$ cat src/rtl/fifo_drain_8.sv
// fifo_drain_8 -- read-side controller for the 8-deep FIFO.
// Pops the FIFO whenever it is non-empty and there is room, and presents the
// words downstream on a valid/ready stream. A 2-entry skid buffer absorbs the
// FIFO's one-cycle read latency and downstream back-pressure.
//
// Ports:
//   clk           clock, rising edge
//   rst_n         asynchronous active-low reset
//   en            drain enable (in-flight words still land when low)
//   fifo_empty    FIFO empty flag
//   fifo_rd_en    FIFO pop request (combinational)
//   fifo_rd_data  FIFO read data, valid the cycle after fifo_rd_en
//   out_valid     downstream valid (registered)
//   out_ready     downstream accept
//   out_data      downstream data, head of skid buffer (registered)
//   pop_cnt       16-bit count of accepted words (FIFO_DRAIN_CNT_EN only)
//
// Optional feature macro: FIFO_DRAIN_CNT_EN adds the pop_cnt port and counter.
module fifo_drain_8 #(
  parameter int unsigned DATA_W = 4
) (
  input  logic              clk,
  input  logic              rst_n,
  input  logic              en,
  input  logic              fifo_empty,
  output logic              fifo_rd_en,
  input  logic [DATA_W-1:0] fifo_rd_data,
  output logic              out_valid,
  input  logic              out_ready,
  output logic [DATA_W-1:0] out_data
`ifdef FIFO_DRAIN_CNT_EN
  ,
  output logic [15:0]       pop_cnt
`endif
);

  logic              r_inflight;
  logic [1:0]        r_occ;
  logic              r_valid;
  logic [DATA_W-1:0] r_buf0;
  logic [DATA_W-1:0] r_buf1;

  logic              w_xfer;
  logic [2:0]        w_occ_next;
  logic [1:0]        w_base;
  logic [DATA_W-1:0] w_buf0_next;
  logic [DATA_W-1:0] w_buf1_next;

  assign w_xfer = r_valid & out_ready;

  // occ + inflight - xfer at 3 bits; xfer implies occ >= 1 so never negative.
  assign w_occ_next = {1'b0, r_occ} + {2'b00, r_inflight} - {2'b00, w_xfer};

  // Slots still holding data after this cycle's pop.
  assign w_base = r_occ - {1'b0, w_xfer};

  assign fifo_rd_en = rst_n & en & ~fifo_empty & (w_occ_next < 3'd2);

  always_comb begin
    w_buf0_next = r_buf0;
    w_buf1_next = r_buf1;
    // Only shift when buf1 holds a real word, so out_data keeps its last
    // value once the buffer empties.
    if (w_xfer && (r_occ == 2'd2)) begin
      w_buf0_next = r_buf1;
    end
    if (r_inflight) begin
      if (w_base == 2'd0) begin
        w_buf0_next = fifo_rd_data;
      end else begin
        w_buf1_next = fifo_rd_data;
      end
    end
  end

  always_ff @(posedge clk or negedge rst_n) begin
    if (!rst_n) begin
      r_inflight <= 1'b0;
      r_occ      <= '0;
      r_valid    <= 1'b0;
      r_buf0     <= '0;
      r_buf1     <= '0;
    end else begin
      r_inflight <= fifo_rd_en;
      r_occ      <= w_occ_next[1:0];
      r_valid    <= (w_occ_next != 3'd0);
      r_buf0     <= w_buf0_next;
      r_buf1     <= w_buf1_next;
    end
  end

  assign out_valid = r_valid;
  assign out_data  = r_buf0;

`ifdef FIFO_DRAIN_CNT_EN
  logic [15:0] r_pop_cnt;

  always_ff @(posedge clk or negedge rst_n) begin
    if (!rst_n) begin
      r_pop_cnt <= '0;
    end else if (w_xfer) begin
      r_pop_cnt <= r_pop_cnt + 16'd1;
    end
  end

  assign pop_cnt = r_pop_cnt;
`endif

  // The issue rule must keep the buffer from overflowing.
  a_no_overflow : assert property (@(posedge clk) disable iff (!rst_n)
    w_occ_next <= 3'd2);

endmodule

$ cat config.mk
export PLATFORM = sky130hd
export DESIGN_NAME = fifo_drain_8
export DESIGN_NICKNAME = d
export VERILOG_FILES = /design/src/rtl/fifo_drain_8.sv
export SDC_FILE = /design/constraint.sdc
export NUM_CORES = 1
export LEC_CHECK = 0
export ABC_AREA = 1
export BUFFER_PORTS_ARGS = -buffer_cell sky130_fd_sc_hd__buf_4
export CAP_MARGIN = 20
export CELL_PAD_IN_SITES_DETAIL_PLACEMENT = 1
export CELL_PAD_IN_SITES_GLOBAL_PLACEMENT = 1
export CORE_MARGIN = 4
export CORE_UTILIZATION = 37
export DETAILED_ROUTE_END_ITERATION = 7
export PLACE_DENSITY = 0.73
export SYNTH_ARGS = -nofsm -noshare
export SYNTH_HDL_FRONTEND = slang
export SYNTH_SLANG_ARGS = --single-unit
$ cat constraint.sdc
create_clock -name clk -period 2.19 [get_ports clk]
set_input_delay 0.3285 -clock clk [delete_from_list [all_inputs] [get_ports clk]]
set_output_delay 0.3285 -clock clk [all_outputs]
set_load 0.05 [all_outputs]
# == Yosys cells after proc, flatten, opt, wreduce, memory -nomap -nowiden ==
# Index checks and enable logic that the tools add are counted.
# totals
regBits,12
inputBits,9
output_inout_bits,6
elab_cells,23
# classes
addsub,3
magnitude_cmp,1
eq_ne,1
mux,3
bitwise_logic,6
reduce_logical,4
# ops
op,n
4-bit two-way mux,3
1-bit AND,4
2-bit by 1-bit adder with 3-bit output,1
3-bit by 2-bit less-than comparator with 1-bit output (second input constant),1
3-bit nonzero test,1
3-bit by 1-bit subtractor with 3-bit output,1
2-bit == test (second input constant),1
2-bit logical NOT,1
1-bit NOT,2
2-bit AND reduction,1
2-bit by 1-bit subtractor with 2-bit output,1
1-bit logical AND,1

# == Depth between registers and ports, before layout ==
# Gate-level depths: netlist of the first run.
# logic_depth
word_depth,5
mapped_depth,9
depth_no_buf,9

# == Least setup slack after synthesis of the first run ==
# Ideal clock, no wire load.
# synth_timing
path_kind,reg2out
start,register r_valid (netlist: out_valid)
end,output port fifo_rd_en
t_arrival_ns,2.795
required_ns,1.862
setup_slack_ns,-0.934
stages_incl_launch_ff,8
path_buffers,0
cell_sequence,dfrtp_1 nand2_1 nand2_1 nand2_2 inv_1 ha_1 fa_1 nor3_1
# synth_between
elab_chain_cells,4
# synth_lines
element,line,rtl
start: declaration,39,logic r_valid;
start signal: assignment,86,r_valid <= (w_occ_next != 3'd0);
1-bit AND,49,assign w_xfer = r_valid & out_ready;
3-bit by 1-bit subtractor with 3-bit output,52,"assign w_occ_next = {1'b0, r_occ} + {2'b00, r_inflight} - {2'b00, w_xfer};"
named net w_occ_next[1],44,logic [2:0] w_occ_next;
3-bit by 2-bit less-than comparator with 1-bit output,57,assign fifo_rd_en = rst_n & en & ~fifo_empty & (w_occ_next < 3'd2);
1-bit AND,57,
end: declaration,26,"output logic fifo_rd_en,"
# The timed path passes the listed nets, and every way through them passes these cells.

# == Worst setup path after layout of the first run ==
# layout_timing
start,register r_valid (netlist: out_valid)
end,output port fifo_rd_en
# layout_between
elab_chain_cells,4
# layout_lines
element,line
1-bit AND,49
3-bit by 1-bit subtractor with 3-bit output,52
3-bit by 2-bit less-than comparator with 1-bit output,57
1-bit AND,57
# No other way between the ends.

==> results of run 1 <==
[routing by layer]
layer / part of all wire / routed length (um) / track usage
met1: 0.46 / 759 / 0.205
met2: 0.46 / 758 / 0.253
met3: 0.054 / 88 / 0.0361
met4: 0.017 / 27 / 0.0968
met5: 0 / 0 / 0
[registers in the layout, summed over array words and instances (netlist names)]
name / cells
r_buf1: 4
r_inflight: 1
out_valid: 1
r_occ: 2
out_data: 4
[what timing repair did]
action	CTS	global route
pin swaps	7	5
hold buffers	1	0
resized for setup	7	1
endpoints found under the setup margin	1	1
setup buffers	5	0
endpoints found under the hold margin	12	0
[final cells by class]
| type | count | area [um^2] |
|---|---|---|
| multi-input combinational | 57 | 365 |
| sequential | 12 | 302 |
| timing repair buffer | 23 | 179 |
| fill | 191 | 656 |
| clock buffer | 4 | 36.3 |
| tap | 16 | 20.0 |
| inverter | 5 | 18.8 |
[worst min-delay path, stage by stage]
cell and delay [ns]:
buf_4 0.08, nand3_1 0.07, nand2_1 0.06
[how the worst min path moves through the flow]
stage,from,depth (start not counted),to,slack (ns)
floorplan,rst_n,0,out_data[0]$_DFF_PN0_,0.03
global placement,rst_n,1,r_occ[0]$_DFF_PN0_,0.18
detailed placement,rst_n,1,r_occ[0]$_DFF_PN0_,0.18
CTS,fifo_rd_data[3],3,r_buf1[3]$_DFFE_PN0P_,0.28
global route,fifo_rd_data[2],3,r_buf1[2]$_DFFE_PN0P_,0.28
finish,fifo_rd_data[3],3,r_buf1[3]$_DFFE_PN0P_,0.28
[power by group through the flow]
stage | clock, W | sequential (W) | combinational, W
CTS | 0.000193 | 0.000381 | 0.000823
finish | 0.000188 | 0.000381 | 0.000817
detailed placement | 0 | 0.000383 | 0.000727
floorplan | 0 | 0.000513 | 0.000386
global route | 0.000205 | 0.000395 | 0.000904
global placement | 0 | 0.000376 | 0.000704
[stage by stage]
step                utilization  TNS [ns]  cell area, um^2
floorplan                     -    -0.133              674
global placement          0.514         0              811
detailed placement        0.514         0              811
CTS                       0.583    -0.190              918
global route              0.584    -0.210              921
finish                    0.584    -0.112              921
[cells in the final DEF, fill, tap and decap left out, drive strengths merged]
master and instances:
ha 2, nand3 13, fa 1, nor2 2, clkbuf 4, nand2 32
dlygate4sd3 1, dfrtp 12, nor3 1, inv 5, buf 22, nand3b 1
nand4 4, or2 1
[kinds of logic after synthesis]
| kind of cell | count (synthesis) |
|---|---|
| buf+inv | 6 |
| flops | 12 |
| fa+ha+maj | 3 |
| simple gates | 54 |
==> results.sh, run 1 <==
export IMPL_status="finished with violations"
export IMPL_violations="negative setup slack"
export IMPL_layout_setup_ws_ns=-0.112
export IMPL_cts_sinks=12
export IMPL_endpoint="fifo_rd_en"
export IMPL_p_switching_w=0.000660
export IMPL_htreeDepth=1
export IMPL_cts_tree="built"
export IMPL_synth_top_flop_cell="dfrtp_1"
export IMPL_grt_pass1_wl_um=2970
export IMPL_yosysUniqueCellTypes=18
export IMPL_core_area_um2=1580
export IMPL_worst_pin_slew_ns=0.169
export IMPL_place_congestion=0.742
export IMPL_grt_pass1_vias=642
export IMPL_holdWs_ns=0.284
export IMPL_intPower_w=0.000726
export IMPL_netlist_top_cells_area="dfrtp_1, nand2_1, nand3_1"
export IMPL_wl_per_cell_um=14.0
export IMPL_fin_crit_sh=1.05
export IMPL_synth_most_common_cell="nand2_1"
export IMPL_total_power_w=0.00139
export IMPL_drv_cap=0
export IMPL_muxShareOfSynthArea=0
export IMPL_hold_violations=0
export IMPL_crit_chain="nand2_2 -> nand2_2 -> nand2_2 -> inv_2 -> ha_4 -> fa_2 -> or2_4 -> nand2_4 -> nor3_4 -> buf_6"
export IMPL_cts_made_buffers=3
export IMPL_postRouteAntennaNets=0
export IMPL_crit_required_ns=1.86
export IMPL_synthTopCellsByCount="nand2_1, dfrtp_1, nand3_1"
export IMPL_layoutNonFillerInstCount=117
export IMPL_crit_arrival_ns=1.97
export IMPL_first_pass_iters=4
export IMPL_worst_path_stages=10
export IMPL_synth_xor_area_frac=0
export IMPL_async_reset_ff_frac=1.00
export IMPL_cts_root_buf="clkbuf_4"
export IMPL_synthAdderAreaFrac=0.0691
export IMPL_via_per_inst=5.10
export IMPL_drv_slew=0
export IMPL_yosysSeqAreaShare=0.461
export IMPL_crit_fanout=3
export IMPL_end_kind="output pin"
export IMPL_rows=14
export IMPL_start_util=0.413
export IMPL_rrSetupSlack_ns=0.55
export IMPL_crit_buf_inv=2
export IMPL_hold_path_class="in2reg"
export IMPL_die_area_um2=2500
export IMPL_antenna_found_initial=0
export IMPL_r2r_cells=9
export IMPL_grt_overflow=0
export IMPL_grt_total_usage=0.163
export IMPL_swShare=0.476
export IMPL_critPathSlowestCell="dfrtp_2"
export IMPL_startpoint="out_valid$_DFF_PN0_"
export IMPL_yosys_warnings=0
export IMPL_min_period_ns=2.30
export IMPL_wirelength_um=1630
export IMPL_io_buffer_count=14
export IMPL_yosysTopAreaCellShare=0.461
export IMPL_num_vias=597
export IMPL_rsz0062_at_grt="true"
export IMPL_critPathTopFamily="simple AND/OR/NAND/NOR gates"
export IMPL_syn_to_final_growth_pct=41.3
export IMPL_ys_ff_latch=12
export IMPL_peakVddDrop_v=0.000804
export IMPL_finalNetCount=114
export IMPL_r2r_start="out_valid$_DFF_PN0_"
export IMPL_hpwl_um=1200
export IMPL_rr_endpoint="r_inflight$_DFF_PN0_"
export IMPL_post_synth_cell_area_avg_um2=8.69
export IMPL_initialDrtViolationCount=7
export IMPL_grt_max_degree=14
export IMPL_fin_skew_ns=0.000884
export IMPL_synth_edf_count=0
export IMPL_max_freq_mhz=434
export IMPL_p_per_area_nw_per_um2=1500
export IMPL_seqPwrFrac=0.275
export IMPL_p_leak_nw=0.480
export IMPL_cts_buffer_depth=2
export IMPL_power_frac_comb=0.590
export IMPL_relSlewSlack=0.887
export IMPL_drive_gt1_frac=0.455
export IMPL_clk_latency_ns=0.28
export IMPL_power_frac_clock=0.136
export IMPL_yosysTopAreaCell="dfrtp_1"
export IMPL_dp_slack_ns=0.00520
export IMPL_syn_num_nets=87
export IMPL_synth_compound_area_frac=0
export IMPL_ios=15
export IMPL_drc_errors=0
export IMPL_syn_cell_area_um2=652
export IMPL_setup_violations=1
export IMPL_synth_top_family_by_area="simple AND/OR/NAND/NOR gates"
export IMPL_place_inst=107
export IMPL_synthCells=75
export IMPL_die_h_um=50.0
export IMPL_clk_pin_slew_ns=0.08
export IMPL_max_stage_delay_ns=0.43
export IMPL_crit_type="reg2out"
export IMPL_crit_path_start_kind="register"
export IMPL_die_w_um=50.0
export IMPL_yosys_area_share_simple=0.424
export IMPL_antennaDiodeCount=0
export IMPL_cp_common_cell="nand2_2"
(Power assumes the default switching activity.)
==> inputs of run 2 (changes only) <==
- ABC_AREA: 1 -> not set
- CORE_MARGIN: 4 -> 2
- CORE_UTILIZATION: 37 -> 40
- PLACE_DENSITY: 0.73 -> 0.72
==> run 2 against run 1 <==
  * The flow still finishes with violations (negative setup slack)
  * Register-to-register slack got worse by 0.42 ns
  * Fmax decreased by 10%
  * Clock power decreased by 9%
  * Die area decreased by 27%
  * Largest power group unchanged
==> results.sh, run 2 <==
export IMPL_status="finished with violations"
export IMPL_violations="negative setup slack"
export IMPL_hold_violations=0
export IMPL_cts_root_buf="clkbuf_4"
export IMPL_crit_buf_inv=1
export IMPL_yosysUniqueCellTypes=16
export IMPL_grt_max_degree=14
export IMPL_wl_per_cell_um=16.7
export IMPL_cts_sinks=12
export IMPL_place_inst=74
export IMPL_drv_cap=0
export IMPL_cts_tree="built"
export IMPL_intPower_w=0.000729
export IMPL_swShare=0.411
export IMPL_antennaDiodeCount=0
export IMPL_layout_common_cells="buf_4, dfrtp_1, mux2_1, mux2_2, clkbuf_4"
export IMPL_drc_errors=0
export IMPL_grt_pass1_wl_um=2350
export IMPL_critPathTopFamily="simple AND/OR/NAND/NOR gates"
export IMPL_max_freq_mhz=390
export IMPL_netlist_top_cells_area="dfrtp_1, mux2_1, mux2_2"
export IMPL_rows=14
export IMPL_yosysTopAreaCellShare=0.498
export IMPL_hpwl_um=1060
export IMPL_synth_top_flop_cell="dfrtp_1"
export IMPL_fin_crit_sh=1.17
export IMPL_fin_setup_tns_ns=-0.373
export IMPL_io_buffer_count=14
export IMPL_yosys_warnings=0
export IMPL_grt_pass1_vias=505
export IMPL_p_per_area_nw_per_um2=1430
export IMPL_num_vias=411
export IMPL_p_leak_nw=0.390
export IMPL_htreeDepth=1
export IMPL_rsz0062_at_grt="true"
export IMPL_clk_latency_ns=0.26
export IMPL_min_period_ns=2.56
export IMPL_antenna_found_initial=0
export IMPL_setup_violations=1
export IMPL_crit_chain="and3b_4 -> or2_4 -> ha_4 -> fa_2 -> nor4_4 -> buf_6"
export IMPL_grt_overflow=0
export IMPL_start_util=0.415
export IMPL_hold_path_class="in2reg"
export IMPL_ios=15
export IMPL_holdWs_ns=0.234
export IMPL_clk_pin_slew_ns=0.08
export IMPL_max_stage_delay_ns=0.47
export IMPL_relSlewSlack=0.759
export IMPL_syn_cell_area_um2=603
export IMPL_yosysSeqAreaShare=0.498
export IMPL_ys_ff_latch=12
export IMPL_core_area_um2=1450
export IMPL_critPathSlowestCell="fa_2"
export IMPL_place_congestion=0.792
export IMPL_crit_path_start_kind="register"
export IMPL_drv_slew=0
export IMPL_die_h_um=42.8
export IMPL_crit_fanout=3
export IMPL_crit_type="reg2out"
export IMPL_drive_gt1_frac=0.625
export IMPL_wirelength_um=1340
export IMPL_finalNetCount=77
export IMPL_fillers=154
export IMPL_die_area_um2=1830
export IMPL_initialDrtViolationCount=2
export IMPL_yosysTopAreaCell="dfrtp_1"
export IMPL_syn_to_final_growth_pct=43.8
export IMPL_die_w_um=42.8
export IMPL_crit_required_ns=1.86
export IMPL_utilization=0.596
export IMPL_async_reset_ff_frac=1.00
export IMPL_end_kind="output pin"
export IMPL_synth_edf_count=0
export IMPL_post_synth_cell_area_avg_um2=15.5
export IMPL_first_pass_iters=2
export IMPL_synthTopCellsByCount="dfrtp_1, mux2_1, mux2_2"
export IMPL_worst_pin_slew_ns=0.361
export IMPL_grt_total_usage=0.179
export IMPL_cts_buffer_depth=2
export IMPL_final_common_cell="buf_4"
export IMPL_syn_num_nets=51
export IMPL_peakVddDrop_v=0.000834
export IMPL_via_per_inst=5.14
export IMPL_dp_slack_ns=-0.194
export IMPL_cts_made_buffers=3
export IMPL_seqPwrFrac=0.312
export IMPL_crit_arrival_ns=2.23
export IMPL_synth_most_common_cell="dfrtp_1"
export IMPL_p_switching_w=0.000508
export IMPL_power_frac_comb=0.549
export IMPL_layout_setup_ws_ns=-0.373
export IMPL_power_frac_clock=0.139
export IMPL_postRouteAntennaNets=0
export IMPL_layoutNonFillerInstCount=80
export IMPL_fin_skew_ns=0.00509
export IMPL_synthCells=39
[run 2: cell types whose count changed after synthesis, sizes merged, moves of 2 or more]
cell   previous run  this run
nand3            13         0
mux2              0        12
nand4             4         0
inv               5         2
nand2            32         1
nor2              2         0
[run 2: logic make-up after synthesis]
family	count (synthesis)	synth area share
adder cells (fa/ha/maj)	3	0.0747
AO/OA/AOI/OAI	2	0.0539
multiplexers	12	0.224
XOR/XNOR	1	0.0145
buffers and inverters	2	0.0125
flip-flops	12	0.498
AND/OR/NAND/NOR	7	0.122
[run 2: final cells by class]
cell class                 count  area, um^2  share of cell area
tap                           16        20.0              0.0231
clock buffer                   4        36.3              0.0418
sequential                    12         302               0.348
inverter                       2        7.51             0.00866
timing repair buffer          21         164               0.189
multi-input combinational     25         338               0.390
[run 2: metrics by stage]
stage	total power, W	instance area, um^2
6_report	0.00124	867
3_5_place_dp	0.00106	807
2_1_floorplan	0.000859	644
4_1_cts	0.00124	865
3_3_place_gp	0.00100	807
5_1_grt	0.00131	867
[run 2: worst register-to-register path: stages (launching register included)]
cell	delay, ns
dfrtp_1	0.39
and3b_4	0.30
buf_4	0.14
inv_1	0.08
ha_2	0.31
nor4b_4	0.21
buf_4	0.18
mux2_2	0.33
[run 2: final timing paths]
check | startpoint | to | slack (ns) | cells after the start
min reg2reg | r_buf1[1]$_DFFE_PN0P_ | r_buf1[1]$_DFFE_PN0P_ | 0.50 | 1
min in group asynchronous | rst_n | r_occ[1]$_DFF_PN0_ | 0.44 | 2
max in group asynchronous | rst_n | out_valid$_DFF_PN0_ | 1.58 | 2
max reg2reg | r_occ[0]$_DFF_PN0_ | out_data[2]$_DFF_PN0_ | 0.13 | 7
min | fifo_empty | r_inflight$_DFF_PN0_ | 0.23 | 2
max | out_valid$_DFF_PN0_ | fifo_rd_en | -0.37 | 6
[run 2: power by group through the flow]
stage | registers [W] | logic (W) | clock network [W]
global placement | 0.000378 | 0.000626 | 0
floorplan | 0.000509 | 0.000350 | 0
CTS | 0.000388 | 0.000674 | 0.000180
finish | 0.000386 | 0.000679 | 0.000172
detailed placement | 0.000391 | 0.000671 | 0
global route | 0.000403 | 0.000720 | 0.000191
[run 2: layer usage]
metal	share of wire	GRT usage
met4	0.011	0.0625
met1	0.35	0.201
met3	0.047	0.0426
met2	0.59	0.324
met5	0	0
[run 2: repair_timing]
item / in CTS / in global routing
hold endpoints to repair: 12 / 0
pin swaps: 5 / 1
hold buffers: 1 / 0
gates resized for setup: 1 / 1
endpoints found under the setup margin: 5 / 4
setup buffers: 1 / 0
